[config.mk]
export PLATFORM = sky130hd
export DESIGN_NAME = alu_exec_unit
export DESIGN_NICKNAME = d
export VERILOG_FILES = /design/src/rtl/alu_pkg.sv /design/src/rtl/alu_shift_iter.sv /design/src/rtl/alu_exec_unit.sv
export SDC_FILE = /design/constraint.sdc
export NUM_CORES = 1
export LEC_CHECK = 0
export ABC_CLOCK_PERIOD_IN_PS = 6100
export CORE_ASPECT_RATIO = 2
export CORE_MARGIN = 3
export CORE_UTILIZATION = 25
export CTS_BUF_LIST = sky130_fd_sc_hd__clkbuf_2 sky130_fd_sc_hd__clkbuf_4 sky130_fd_sc_hd__clkbuf_8
export DETAILED_ROUTE_END_ITERATION = 8
export PLACE_DENSITY_LB_ADDON = 0.1
export SYNTH_ARGS = -nofsm -noshare
export SYNTH_HDL_FRONTEND = slang
export SYNTH_SLANG_ARGS = --single-unit
export TNS_END_PERCENT = 30
[constraint.sdc]
create_clock -name clk -period 6.1 [get_ports clk]
set_input_delay 0.915 -clock clk [delete_from_list [all_inputs] [get_ports clk]]
set_output_delay 0.915 -clock clk [all_outputs]
set_load 0.01 [all_outputs]
[src/rtl/alu_pkg.sv]
// ---------------------------------------------------------------------------
// alu_pkg
// Shared definitions for the integer execute unit.
//   - ALU_* control codes (3 bits), also used by the ALU control decoder
//   - aluState_t: execute-unit FSM state encoding
//   - isShiftOp(): true for the three shift control codes
// Build option consumed elsewhere: ALU_BARREL_SHIFT_EN (single-cycle shifts).
// ---------------------------------------------------------------------------
package alu_pkg;

    localparam logic [2:0] ALU_ADD = 3'b000;
    localparam logic [2:0] ALU_SUB = 3'b001;
    localparam logic [2:0] ALU_AND = 3'b010;
    localparam logic [2:0] ALU_OR  = 3'b011;
    localparam logic [2:0] ALU_XOR = 3'b100;
    localparam logic [2:0] ALU_SLL = 3'b101;
    localparam logic [2:0] ALU_SRL = 3'b110;
    localparam logic [2:0] ALU_SRA = 3'b111;

    typedef enum logic [1:0] {
        ST_IDLE  = 2'd0,
        ST_SHIFT = 2'd1,
        ST_DONE  = 2'd2
    } aluState_t;

    function automatic logic isShiftOp(input logic [2:0] code);
        return (code == ALU_SLL) || (code == ALU_SRL) || (code == ALU_SRA);
    endfunction

endpackage

[src/rtl/alu_shift_iter.sv]
// ---------------------------------------------------------------------------
// alu_shift_iter
// Serial one-bit-per-cycle shifter used by alu_exec_unit for SLL/SRL/SRA.
// Only present when ALU_BARREL_SHIFT_EN is NOT defined.
// Ports:
//   clk, rst_n   : clock, asynchronous active-low reset
//   i_start      : load i_value / i_shamt / i_op (parent only starts when shamt > 0)
//   i_op         : ALU control code of the shift
//   i_value      : operand to shift
//   i_shamt      : shift amount
//   o_done       : the shift taking place this cycle is the final one
//   o_next       : working register shifted by one more bit
// ---------------------------------------------------------------------------
`ifndef ALU_BARREL_SHIFT_EN
module alu_shift_iter
    import alu_pkg::*;
#(
    parameter int XLEN = 32
) (
    input  logic                     clk,
    input  logic                     rst_n,
    input  logic                     i_start,
    input  logic [2:0]               i_op,
    input  logic [XLEN-1:0]          i_value,
    input  logic [$clog2(XLEN)-1:0]  i_shamt,
    output logic                     o_done,
    output logic [XLEN-1:0]          o_next
);

    localparam int SHW = $clog2(XLEN);
    localparam logic [SHW-1:0] COUNT_ONE = {{(SHW-1){1'b0}}, 1'b1};

    logic [XLEN-1:0] r_work;
    logic [SHW-1:0]  r_count;
    logic            r_left;
    logic            r_arith;
    logic            w_fill;

    // One-bit shift of the working register; SRA replicates the sign bit,
    // SRL brings in zero.
    always_comb begin
        w_fill = r_arith ? r_work[XLEN-1] : 1'b0;
        o_next = r_left ? {r_work[XLEN-2:0], 1'b0} : {w_fill, r_work[XLEN-1:1]};
        o_done = (r_count == COUNT_ONE);
    end

    // The counter holds the number of shifts still to perform; it rests at
    // zero once the final shift has been handed to the parent.
    always_ff @(posedge clk or negedge rst_n) begin
        if (!rst_n) begin
            r_work  <= '0;
            r_count <= '0;
            r_left  <= 1'b0;
            r_arith <= 1'b0;
        end else if (i_start) begin
            r_work  <= i_value;
            r_count <= i_shamt;
            r_left  <= (i_op == ALU_SLL);
            r_arith <= (i_op == ALU_SRA);
        end else if (r_count != '0) begin
            r_work  <= o_next;
            r_count <= r_count - COUNT_ONE;
        end
    end

endmodule
`endif

[src/rtl/alu_exec_unit.sv]
// ---------------------------------------------------------------------------
// alu_exec_unit
// Multi-cycle integer execute unit with valid/ready on input and output.
// Build option: ALU_BARREL_SHIFT_EN -- when defined, shifts complete in one
// cycle via a barrel shifter and the serial shifter is not instantiated.
// Ports:
//   clk, rst_n               : clock, asynchronous active-low reset
//   in_valid / in_ready      : operation handshake
//   alu_control, op_a, op_b  : operation code and operands (accept cycle only)
//   out_valid / out_ready    : result handshake
//   result, zero, negative, carry : registered result and flags
// ---------------------------------------------------------------------------
module alu_exec_unit
    import alu_pkg::*;
#(
    parameter int XLEN = 32
) (
    input  logic            clk,
    input  logic            rst_n,
    input  logic            in_valid,
    output logic            in_ready,
    input  logic [2:0]      alu_control,
    input  logic [XLEN-1:0] op_a,
    input  logic [XLEN-1:0] op_b,
    output logic            out_valid,
    input  logic            out_ready,
    output logic [XLEN-1:0] result,
    output logic            zero,
    output logic            negative,
    output logic            carry
);

    localparam int SHW = $clog2(XLEN);

    aluState_t       r_state;
    aluState_t       w_nextState;

    logic [XLEN-1:0] r_result;
    logic            r_zero;
    logic            r_negative;
    logic            r_carry;

    logic            w_accept;
    logic            w_isShift;
    logic            w_startShift;
    logic            w_shiftDone;
    logic [XLEN-1:0] w_shiftNext;
    logic [SHW-1:0]  w_shamt;
    logic [XLEN:0]   w_sum;
    logic [XLEN:0]   w_diff;
    logic [XLEN-1:0] w_immResult;
    logic            w_immCarry;

    assign w_shamt   = op_b[SHW-1:0];
    assign w_isShift = isShiftOp(alu_control);
    assign w_accept  = in_valid && in_ready;

    // The carry bit of op_a + ~op_b + 1 is the no-borrow flag for SUB.
    assign w_sum  = {1'b0, op_a} + {1'b0, op_b};
    assign w_diff = {1'b0, op_a} + {1'b0, ~op_b} + {{XLEN{1'b0}}, 1'b1};

`ifdef ALU_BARREL_SHIFT_EN
    assign w_startShift = 1'b0;
    assign w_shiftDone  = 1'b1;
    assign w_shiftNext  = '0;
`else
    // Only non-zero shift amounts go through the serial shifter; a zero
    // amount falls through the single-cycle path with result = op_a.
    assign w_startShift = w_accept && w_isShift && (w_shamt != '0);

    alu_shift_iter #(
        .XLEN (XLEN)
    ) u_shiftIter (
        .clk     (clk),
        .rst_n   (rst_n),
        .i_start (w_startShift),
        .i_op    (alu_control),
        .i_value (op_a),
        .i_shamt (w_shamt),
        .o_done  (w_shiftDone),
        .o_next  (w_shiftNext)
    );
`endif

    // Single-cycle result for the accept cycle. Shift codes default to op_a,
    // which is the correct result for a zero shift amount.
    always_comb begin
        w_immResult = op_a;
        w_immCarry  = 1'b0;
        case (alu_control)
            ALU_ADD: begin
                w_immResult = w_sum[XLEN-1:0];
                w_immCarry  = w_sum[XLEN];
            end
            ALU_SUB: begin
                w_immResult = w_diff[XLEN-1:0];
                w_immCarry  = w_diff[XLEN];
            end
            ALU_AND: w_immResult = op_a & op_b;
            ALU_OR:  w_immResult = op_a | op_b;
            ALU_XOR: w_immResult = op_a ^ op_b;
`ifdef ALU_BARREL_SHIFT_EN
            ALU_SLL: w_immResult = op_a << w_shamt;
            ALU_SRL: w_immResult = op_a >> w_shamt;
            ALU_SRA: w_immResult = $unsigned($signed(op_a) >>> w_shamt);
`endif
            default: w_immResult = op_a;
        endcase
    end

    always_ff @(posedge clk or negedge rst_n) begin
        if (!rst_n) begin
            r_state <= ST_IDLE;
        end else begin
            r_state <= w_nextState;
        end
    end

    // DONE behaves like IDLE whenever the consumer takes the result, so a new
    // operation can be accepted in the same cycle.
    always_comb begin
        w_nextState = r_state;
        case (r_state)
            ST_IDLE, ST_DONE: begin
                if (w_accept) begin
                    w_nextState = w_startShift ? ST_SHIFT : ST_DONE;
                end else if ((r_state == ST_DONE) && out_ready) begin
                    w_nextState = ST_IDLE;
                end
            end
            ST_SHIFT: begin
                if (w_shiftDone) begin
                    w_nextState = ST_DONE;
                end
            end
            default: w_nextState = ST_IDLE;
        endcase
    end

    always_comb begin
        in_ready  = (r_state == ST_IDLE) || ((r_state == ST_DONE) && out_ready);
        out_valid = (r_state == ST_DONE);
    end

    // Carry is captured at accept time (zero for shifts); zero/negative are
    // taken from whichever value becomes the final result.
    always_ff @(posedge clk or negedge rst_n) begin
        if (!rst_n) begin
            r_result   <= '0;
            r_zero     <= 1'b0;
            r_negative <= 1'b0;
            r_carry    <= 1'b0;
        end else if (w_accept) begin
            r_carry <= w_immCarry;
            if (!w_startShift) begin
                r_result   <= w_immResult;
                r_zero     <= (w_immResult == '0);
                r_negative <= w_immResult[XLEN-1];
            end
        end else if ((r_state == ST_SHIFT) && w_shiftDone) begin
            r_result   <= w_shiftNext;
            r_zero     <= (w_shiftNext == '0);
            r_negative <= w_shiftNext[XLEN-1];
        end
    end

    assign result   = r_result;
    assign zero     = r_zero;
    assign negative = r_negative;
    assign carry    = r_carry;

endmodule

* After elaboration in Yosys (flattened, before gate mapping) *
Index checks and enable logic that the tools add are counted.

word-level totals
  input port bits = 71
  word-level logic and storage cells = 71
  register bits = 76
  output and inout port bits = 37

operators by class
  $add $sub $neg = 4
  equality and inequality tests = 13
  muxes and demuxes = 22
  reduce and logical (&&, ||, !) cells = 19
  bitwise gates (word level) = 4

operator list
  kind                                               count
  two-way mux 32 bit                                 6
  case mux 32 bit (5 select lines)                   1
  adder 32 x 32 -> 33 bit                            2
  logical NOT 32 bit                                 2
  adder 33 x 1 -> 33 bit (second input constant)     1
  bitwise AND 32 bit                                 1
  NOT 32 bit                                         1
  bitwise OR 32 bit                                  1
  bitwise XOR 32 bit                                 1
  == test 3 bit (second input constant)              4
  two-way mux 5 bit                                  2
  nonzero test 5 bit                                 2
  two-way mux 2 bit                                  4
  two-way mux 1 bit                                  7
  == test 3 x 2 -> 1 bit (second input constant)     2
  == test 5 x 1 -> 1 bit (second input constant)     1
  logical AND 1 bit                                  5
  subtractor 5 x 1 -> 5 bit (second input constant)  1
  inequality test 2 bit (second input constant)      2
  case mux 2 bit (2 select lines)                    1
  AND reduction 2 bit                                2
  nonzero test 2 bit                                 2
  == test 3 x 1 -> 1 bit (second input constant)     1
  logical NOT 3 bit                                  1
  7 further kinds                                    9

* Logic depth before layout (Yosys ltp) *
Gate-level depths: netlist (run 1).

  word-level depth = 9
  gate-level depth with buffers = 15
  mapped depth without buffers = 15

* By module *
A second synthesis (run 1) with hierarchy kept.

second synthesis, totals
  cells, all modules = 1397
  area total of the unflattened synthesis = 10324.9 sq um

modules (own cells, without submodules)
  module          area each (sq um)  sequential area each (sq um)  instances  cells an instance
  alu_exec_unit   8061.5             900.9                         1          1182
  alu_shift_iter  2263.4             975.9                         1          215

* Worst setup path before layout (run 1) *
OpenSTA, ideal clock, no wires.

  kind = input-to-reg
  from = in op_a[0]
  to = reg r_result[26] (netlist: result[26])
  library setup time = 64 ps
  arrival time = 3896 ps
  data required time = 6036 ps
  stages = 15
  path slack = 2140 ps
  path buffers = 0
  cell sequence = inv_1 > ha_1 > inv_1 > fa_1 > nor2b_1 > o311ai_2 > a21oi_1 > nor4_1 > o21ai_1 > a21oi_1 > mux2_2 > a311oi_1 > a211oi_1 > a21oi_1 > mux2_2

on the way
  longest elaborated chain between the ends = 5
  elaborated cells between the ends (all ways) = 6
  classes of those cells = 3 x add/sub; 3 x mux

RTL lines
  element                             RTL line              text
  from (decl)                         alu_exec_unit.sv:23   input logic [XLEN-1:0] op_a,
  adder 32 x 32 -> 33 bit             alu_exec_unit.sv:60   assign w_diff = {1'b0, op_a} + {1'b0, ~op_b} + {{XLEN{1'b0}}, 1'b1};
  adder 33 x 1 -> 33 bit              alu_exec_unit.sv:60
  case mux 32 bit (5 select lines) *  alu_exec_unit.sv:90   case (alu_control)
  two-way mux 32 bit *                alu_exec_unit.sv:155  if (!w_startShift) begin
  two-way mux 32 bit *                alu_exec_unit.sv:153  end else if (w_accept) begin
  to (signal assigned)                alu_exec_unit.sv:156  r_result <= w_immResult;
  to (signal assigned)                alu_exec_unit.sv:161  r_result <= w_shiftNext;
  to (decl)                           alu_exec_unit.sv:38   logic [XLEN-1:0] r_result;

Every way passes the cells marked *; elsewhere a longest branch is shown, timed or not. The select of a mux whose other input is x is not followed.
A chain may end at the register's enable or synchronous reset.

* Final worst setup path (run 1) *
Ends and elaborated chain as after synthesis.

==> metrics, run 1 <==
DRT Wirelength 47900 µm; TritonRoute pass-1 iters 6; Die Footprint 43100 µm²; DR DRC count 0; H-tree depth 3; # setup viols final 0; Largest delay share family, worst path compound AO/OA/AOI/OAI gates; ys flop type dfrtp_1; I/O pin total 108; number of fill cells 4539; async set-reset flop share out of synthesis 1.00; Avg Inst Size Synth 7.09 µm²; RSZ-0062 raised after global routing no; setup ws final 1.07 ns; VDD IR max 0.159 mV; Port Buf Inserts 107; Die Ht 291 µm; RR Startpoint r_state[1]; drt via density 5.42; Cell Area, Synth 10100 µm²; Worst Setup End Kind flip-flop; CP Buf/Inv Count 3; initial DRC count 616; Min-Delay Path Depth 2; CTS buffer count 9; crit start category input pin; number of synthesis warnings 0; Max Buffers Root-to-Sink 2; gr usage total 0.217; worst skew pair latency 0.38 ns; Max Clock Skew 0.00874 ns; gpl congestion 0.940; Hold Path End result[2]; Worst-path clk slew 0.08 ns; vias in the first global route 11.1k; number of synthesized register bits 75; die span in x 148 µm; Post CTS Setup Buffer Count 0; initial antenna violation count 1; Crit-path slowest cell nor4_1; Max-slew headroom 0.307; Synthesized Nets 1608; Crit path top cell by count a21oi_1; fin util 0.301; Crit path arrival time 5.34 ns; Starting Density 0.255; Root Buffer clkbuf_8; Crit path largest cell delay 0.61 ns; worst hold path type reg2reg; HPWL after DPL 38500 µm; Min Hold Slack 0.482 ns; CTS sink cnt 75; setup TNS 0 ns; Core ar. 39700 µm²; CTS tree built; hold path start result[2]; setup slack at placement 0.711 ns; first-pass GRT wire length 70400 µm; layout cells sized above 1 0.0619; crit share post-route 0.824; ANT nets after route 0; # rows 103; crit path max fanout 5; Setup CP Type in2reg; max_cap viols 0; NumNets Final 1661; cts hold-fix bufs 0; Distinct cells, synth 79; Reg2Reg Depth 11; Fmax 0.199 GHz; worst r2r dst zero; status completed; Max Transition Viols Final 0; FF-to-FF setup slack 2.95 ns; P_leak 5.07 nW; number of synthesized flops with an enable pin 0; P&R area growth vs syn 18.0%; Cell Chain, Critical Path clkdlybuf4s50_1 -> inv_1 -> ha_1 -> inv_1 -> fa_1 -> nor2b_1 -> o311ai_2 -> a21oi_1 -> nor4_1 -> o21ai_1 -> a21oi_1 -> mux2_2 -> a311oi_1 -> a211oi_1 -> a21oi_1 -> mux2_2; required time worst endpoint 6.42 ns; Resize count post-CTS 0; min Tclk post-route 5.03 ns; sequential area share after synthesis 0.185; largest net degree at the start of global routing 76; power per cell area 292 nW/µm²; final hold viol count 0; Via Count 10.9k; Avg WL per Cell 23.8 µm; Worst-Margin Slew 1.04 ns; Mapped Cells 1429; GRT overflow 0
[worst max-delay path by stage]
stage / startpoint / endpoint / cells past startpoint
after global routing: op_a[0] / result[26] / 16
after global placement: op_a[0] / result[26] / 16
after CTS: op_a[0] / result[26] / 16
final: op_a[0] / result[26] / 16
after detailed placement: op_a[0] / result[26] / 16
after floorplan: op_a[0] / result[26] / 15
[cell usage after synthesis, drive strengths merged, types with 13 or more instances]
cell type    n  area share
nand2b      17       0.011
buf         27       0.013
nor4        21       0.013
o21ai      120       0.059
dfrtp       75        0.19
a21oi      140       0.069
mux2i       38       0.038
clkbuf      71       0.026
inv        107       0.040
a211oi      26       0.020
nand4       17       0.010
nand3       18      0.0089
a31oi       22       0.014
nor2       147       0.054
ha         106        0.13
xnor2       13       0.011
nand2      157       0.058
nor3        34       0.017
o211ai      19       0.014
nor2b       25       0.015
a21o        15       0.011
o31ai       25       0.019
[sequential cells by signal (all words and copies together), names as in the netlist]
register             count
u_shiftIter.r_left       1
zero                     1
u_shiftIter.r_arith      1
u_shiftIter.r_work      32
result                  32
u_shiftIter.r_count      5
carry                    1
r_state                  2
[worst min-delay path, stage by stage (launching register included)]
cell and delay [ns]:
dfrtp_1 0.35, nand2_1 0.04, o21ai_0 0.06
[cell families (layout without fill, tap and decap cells)]
kind of cell    Yosys count  count (layout)  synth area share
buf+inv                 205             263            0.0785
fa+ha+maj               108             108             0.135
flops                    75              75             0.185
simple gates            486             486             0.223
compound gates          493             493             0.318
other cells               0               1                 0
xor+xnor                 15              15            0.0130
mux                      47              47            0.0475
[per-layer routing]
metal | up-vias | share of wire | global-route usage
li1 | 5261 | - | -
met4 | 0 | 0.059 | 0.118
met3 | 100 | 0.034 | 0.0165
met5 | - | 0 | 0
met1 | 5239 | 0.37 | 0.227
met2 | 315 | 0.54 | 0.418
[through the flow]
step / cells / area [µm²] / power (W)
3_5_place_dp: 1996 / 11700 / 0.00307
2_1_floorplan: 1429 / 10100 / 0.00222
3_3_place_gp: 1996 / 11700 / 0.00306
5_1_grt: 2013 / 12000 / 0.00380
4_1_cts: 2012 / 12000 / 0.00354
6_report: 2013 / 12000 / 0.00349
[layout by cell type (no fill, tap or decap), types with 6 or more instances in the layout]
master,n
nand2_1,156
nor2_1,145
a21oi_1,140
o21ai_0,117
inv_1,107
ha_1,106
clkdlybuf4s50_1,103
dfrtp_1,75
mux2i_1,38
nor3_1,34
buf_4,34
nor2b_1,25
o31ai_1,25
a211oi_1,24
a31oi_1,22
nor4_1,21
o211ai_1,19
nand4_1,17
nand3_1,17
nand2b_1,16
a21o_1,15
xnor2_1,13
o21a_1,11
a22oi_1,11
clkbuf_8,11
a221oi_1,10
and3_1,9
or3_1,9
mux2_2,9
o31a_1,8
o21bai_1,7
o311ai_0,7
o221ai_1,6
[final cells by class]
| cell class | instances | area, µm² | share of cell area |
|---|---|---|---|
| inverters | 107 | 402 | 0.0336 |
| multi-input cells | 1149 | 7490 | 0.627 |
| clock buffers | 11 | 151 | 0.0127 |
| well taps | 525 | 657 | 0.0549 |
| repair buffers | 140 | 1300 | 0.109 |
| clock inverters | 5 | 75.1 | 0.00628 |
| flip-flops and latches | 75 | 1880 | 0.157 |
| diodes | 1 | 2.50 | 0.000209 |
[where the power goes]
part / switching [W] / internal [W] / leakage (nW)
clock network: 0.000200 / 0.000251 / 0.119
registers: 0.000174 / 0.000745 / 0.866
logic: 0.00126 / 0.000866 / 4.08
total: 0.00163 / 0.00186 / 5.07
Note: power is estimated with default switching activity, not from simulation.
==> inputs of run 2 (changes only) <==
- ABC_CLOCK_PERIOD_IN_PS: 6100 -> 5200
- clock period: 6.1 -> 5.2 ns (I/O delays scaled with it)
==> run 2 against run 1 <==
Compared with the run above:
- non-clock buffer count is 50 higher
- setup slack worse by 0.59 ns
- sequential power is 18% higher
- first-iteration DRC count is 14% higher
- register-to-register slack worse by 1.1 ns
- largest power group unchanged
- final area is 3.0% higher
- core utilization is 0.91 points higher
- sequential cell count stayed put
- combinational power is 20% higher
==> metrics, run 2 (same netlist as run 1, synthesis figures left out) <==
status completed; Fmax 0.212 GHz; Die Footprint 43100 µm²; Min-Delay Path Depth 2; switch share 0.469; Comb power frac 0.620; layer with the highest usage met2; Max Transition Viols Final 0; H-tree depth 3; Worst Setup End Kind flip-flop; I/O pin total 108; worst skew pair latency 0.38 ns; drt via density 5.47; Min Hold Slack 0.477 ns; # setup viols final 0; Max Buffers Root-to-Sink 2; first-pass GRT wire length 72100 µm; Worst-Margin Slew 1.05 ns; most frequent cells in the layout nand2_1 (156), nor2_1 (145), a21oi_1 (140); # rows 103; Crit path largest cell delay 0.55 ns; TritonRoute pass-1 iters 6; HPWL after DPL 39600 µm; Largest delay share family, worst path simple AND/OR/NAND/NOR gates; DRT Wirelength 48500 µm; P&R area growth vs syn 21.6%; Pint 0.00219 W; vias in the first global route 11.5k; worst hold path type reg2reg; largest net degree at the start of global routing 76; NumNets Final 1711; Max Clock Skew 0.00603 ns; max_cap viols 0; Switch Pwr 0.00193 W; Cell Chain, Critical Path clkdlybuf4s50_1 -> ha_1 -> inv_1 -> fa_1 -> nand2b_2 -> a211o_1 -> a21oi_1 -> o41ai_1 -> buf_4 -> o41ai_1 -> mux2i_1 -> nor3_1 -> nand2_1 -> nor4_1 -> nand4_1 -> nand2_1; Core ar. 39700 µm²; RSZ-0062 raised after global routing no; sequential share of power 0.262; Root Buffer clkbuf_8; initial DRC count 701; Worst-path clk slew 0.08 ns; CP Buf/Inv Count 3; crit path max fanout 4; Die Ht 291 µm; CTS sink cnt 75; cts hold-fix bufs 0; Crit-path slowest cell clkdlybuf4s50_1; Setup CP Type in2reg; P_leak 5.30 nW; met3 Use GR 0.0189; Post CTS Setup Buffer Count 0; setup TNS 0 ns; Resize count post-CTS 0; final hold viol count 0; power per cell area 334 nW/µm²; Port Buf Inserts 107; CTS buffer count 9; layout cells sized above 1 0.0924; Avg WL per Cell 23.5 µm; met2 usage 0.419; Max-slew headroom 0.302; gr usage total 0.220; CTS tree built; initial antenna violation count 1; crit share post-route 0.907; required time worst endpoint 5.52 ns; DR DRC count 0; gpl congestion 0.946; crit start category input pin; Starting Density 0.255; GR Layer Usage met1 0.231; Crit path arrival time 5.03 ns; die span in x 148 µm; number of fill cells 4530; Clk pwr share 0.119; Via Count 11.3k; min Tclk post-route 4.71 ns; ANT nets after route 0; VDD IR max 0.155 mV; Reg2Reg Depth 12; GRT overflow 0; commonest non-fill, non-tap cell in the layout nand2_1; critical path depth 16
[run 2: cell types whose count changed in the layout (fill, tap and decap cells not counted), sizes merged]
cell,previous run,this run
buf,37,87
bufinv,2,1
clkbuf,11,12
clkinv,3,2
clkinvlp,0,1
[run 2: routing by layer]
layer / wire length [µm] / vias up
met5: 0 / -
met4: 3080 / 0
met3: 1770 / 131
met2: 25900 / 381
met1: 17800 / 5392
li1: - / 5372
[run 2: power by group through the flow]
| stage | clock (W) | sequential, W | combinational (W) |
|---|---|---|---|
| after floorplan | 0 | 0.00108 | 0.00152 |
| after CTS | 0.000515 | 0.00108 | 0.00258 |
| after global placement | 0 | 0.00109 | 0.00256 |
| after global routing | 0.000534 | 0.00112 | 0.00284 |
| final | 0.000490 | 0.00108 | 0.00255 |
| after detailed placement | 0 | 0.00109 | 0.00257 |
[run 2: worst register-to-register path, cell delays in order, from the launching register on]
cell and delay (ns):
dfrtp_1 0.41, nor2b_1 0.16, nor3b_2 0.45, nand2_1 0.16, or3b_1 0.37, nor4_1 0.39, o21ai_0 0.16, nor4_1 0.28
buf_4 0.17, nand4_1 0.14, nor4_1 0.40, nand4_1 0.14, nand2_1 0.09
[run 2: stage by stage]
stage | util | setup WS (ns) | cell area (µm²) | total power (W) | instances
2_1_floorplan | - | 1.37 | 10100 | 0.00261 | 1429
3_3_place_gp | 0.305 | 0.170 | 12100 | 0.00365 | 2046
3_5_place_dp | 0.305 | 0.227 | 12100 | 0.00366 | 2046
4_1_cts | 0.310 | 0.606 | 12300 | 0.00417 | 2062
5_1_grt | 0.310 | 0.358 | 12300 | 0.00449 | 2063
6_report | 0.310 | 0.486 | 12300 | 0.00412 | 2063
[run 2: final cells by class]
cell class,count,area [µm²],area share
multi-input combinational,1149,7490,0.608
antenna,1,2.50,0.000203
sequential,75,1880,0.152
clock buffer,12,165,0.0134
clock inverter,4,47.5,0.00386
tap,525,657,0.0533
inverter,107,402,0.0326
timing repair buffer,190,1680,0.136
[run 2: worst paths after layout]
check / start / slack (ns) / end
hold / removal: result[18] / 0.48 / result[18]
hold reg to reg: result[18] / 0.48 / result[18]
setup / recovery: op_b[0] / 0.49 / zero
min in group asynchronous: rst_n / 0.53 / u_shiftIter.r_count[1]
max in group asynchronous: rst_n / 3.96 / u_shiftIter.r_work[26]
setup reg to reg: r_state[1] / 1.81 / zero
==> inputs of run 3 (changes only) <==
- CAP_MARGIN: default -> 20
==> run 3 against run 2 <==
Compared with the run above:
- worst hold slack worse by 0.25 ns
- combinational power about the same
- sequential cell count unchanged
- total power about the same
- first-iteration DRC count down 2.9%
- core utilization up 0.069 points
- clock power down 0.8%
- die area unchanged
- via count up 0.32%
- register-to-register slack better by 0.02 ns
- largest power group unchanged
- highest routed layer unchanged
==> metrics, run 3 (same netlist as run 1, synthesis figures left out) <==
status completed; Core ar. 39700 µm²; Max Buffers Root-to-Sink 2; Max Clock Skew 0.00688 ns; Largest delay share family, worst path simple AND/OR/NAND/NOR gates; Port Buf Inserts 107; TritonRoute pass-1 iters 6; gpl congestion 0.946; commonest non-fill, non-tap cell in the layout nand2_1; gr usage total 0.220; worst hold path type in2async; Root Buffer clkbuf_8; Crit path arrival time 5.01 ns; initial antenna violation count 1; Via Count 11.3k; H-tree depth 3; VDD IR max 0.154 mV; max_cap viols 0; Avg WL per Cell 23.5 µm; Max Transition Viols Final 0; fin util 0.311; setup ws final 0.498 ns; Crit-path slowest cell clkdlybuf4s50_1; cts hold-fix bufs 0; setup TNS 0 ns; # setup viols final 0; worst skew pair latency 0.38 ns; min Tclk post-route 4.70 ns; I/O pin total 108; Crit path largest cell delay 0.55 ns; GRT overflow 0; Worst-Margin Slew 1.05 ns; HPWL after DPL 39600 µm; Fmax 0.213 GHz; layout cells sized above 1 0.0930; Cell Chain, Critical Path clkdlybuf4s50_1 -> ha_1 -> inv_1 -> fa_1 -> nand2b_2 -> a211o_1 -> a21oi_1 -> o41ai_1 -> buf_4 -> o41ai_1 -> mux2i_1 -> nor3_1 -> nand2_1 -> nor4_1 -> nand4_1 -> nand2_1; CTS sink cnt 75; CTS buffer count 9; DRT Wirelength 48500 µm; P&R area growth vs syn 21.9%; Setup CP Type in2reg; Post CTS Setup Buffer Count 0; initial DRC count 681; Starting Density 0.255; power per cell area 334 nW/µm²; Max-slew headroom 0.299; setup slack at placement 0.227 ns; required time worst endpoint 5.51 ns; die span in x 148 µm; Worst Setup End Kind flip-flop; NumNets Final 1712; crit start category input pin; CP Buf/Inv Count 3; DR DRC count 0; final hold viol count 0; most frequent cells in the layout nand2_1 (156), nor2_1 (145), a21oi_1 (140); Worst-path clk slew 0.08 ns; Die Footprint 43100 µm²; crit path max fanout 4; largest net degree at the start of global routing 76; crit share post-route 0.904; drt via density 5.48; P_leak 5.31 nW; first-pass GRT wire length 72100 µm; RSZ-0062 raised after global routing no; CTS tree built; Die Ht 291 µm; Resize count post-CTS 0; vias in the first global route 11.5k; ANT nets after route 0; # rows 103; Min Hold Slack 0.227 ns
run 3: cell types whose count changed in the layout (fill, tap and decap cells not counted):
cell / delta
buf_16: +1
run 3: area by class of cell:
class	count	area [µm²]
Antenna cell	1	2.50
Clock buffer	12	165
Clock inverter	4	47.5
Fill cell	4531	27300
Inverter	107	402
Multi-Input combinational cell	1149	7490
Sequential cell	75	1880
Tap cell	525	657
Timing Repair Buffer	191	1700
run 3: path summary, 6_finish.rpt:
kind / start / to / slack [ns] / cells after the start
setup / recovery: op_b[0] / zero / 0.50 / 16
min in group clk: result[18] / result[18] / 0.48 / 2
setup reg to reg: r_state[1] / zero / 1.83 / 12
hold / removal: rst_n / u_shiftIter.r_count[1] / 0.23 / 1
hold reg to reg: result[18] / result[18] / 0.48 / 2
max in group asynchronous: rst_n / u_shiftIter.r_work[6] / 4.37 / 2
run 3: report_power, final:
part | internal [W] | switching [W]
Clock | 0.000259 | 0.000227
Combinational | 0.00106 | 0.00150
Sequential | 0.000874 | 0.000203
run 3: metal layers:
metal  wire, µm  global-route usage
met4       3180               0.130
met1      17800               0.231
met2      25800               0.419
met5          0                   0
met3       1780              0.0189
run 3: metrics by stage:
step | cell area, µm² | power [W] | cells
after floorplan | 10100 | 0.00261 | 1429
after global placement | 12100 | 0.00365 | 2046
after detailed placement | 12100 | 0.00366 | 2046
after CTS | 12300 | 0.00417 | 2062
after global routing | 12300 | 0.00449 | 2064
final | 12300 | 0.00412 | 2064
run 3: worst reg2reg max path, cell delays in order (launching register included):
cell and delay, ns:
dfrtp_1 0.41, nor2b_1 0.16, nor3b_2 0.45, nand2_1 0.16, or3b_1 0.37, nor4_1 0.39, o21ai_0 0.16, nor4_1 0.29
buf_4 0.17, nand4_1 0.14, nor4_1 0.39, nand4_1 0.14, nand2_1 0.09
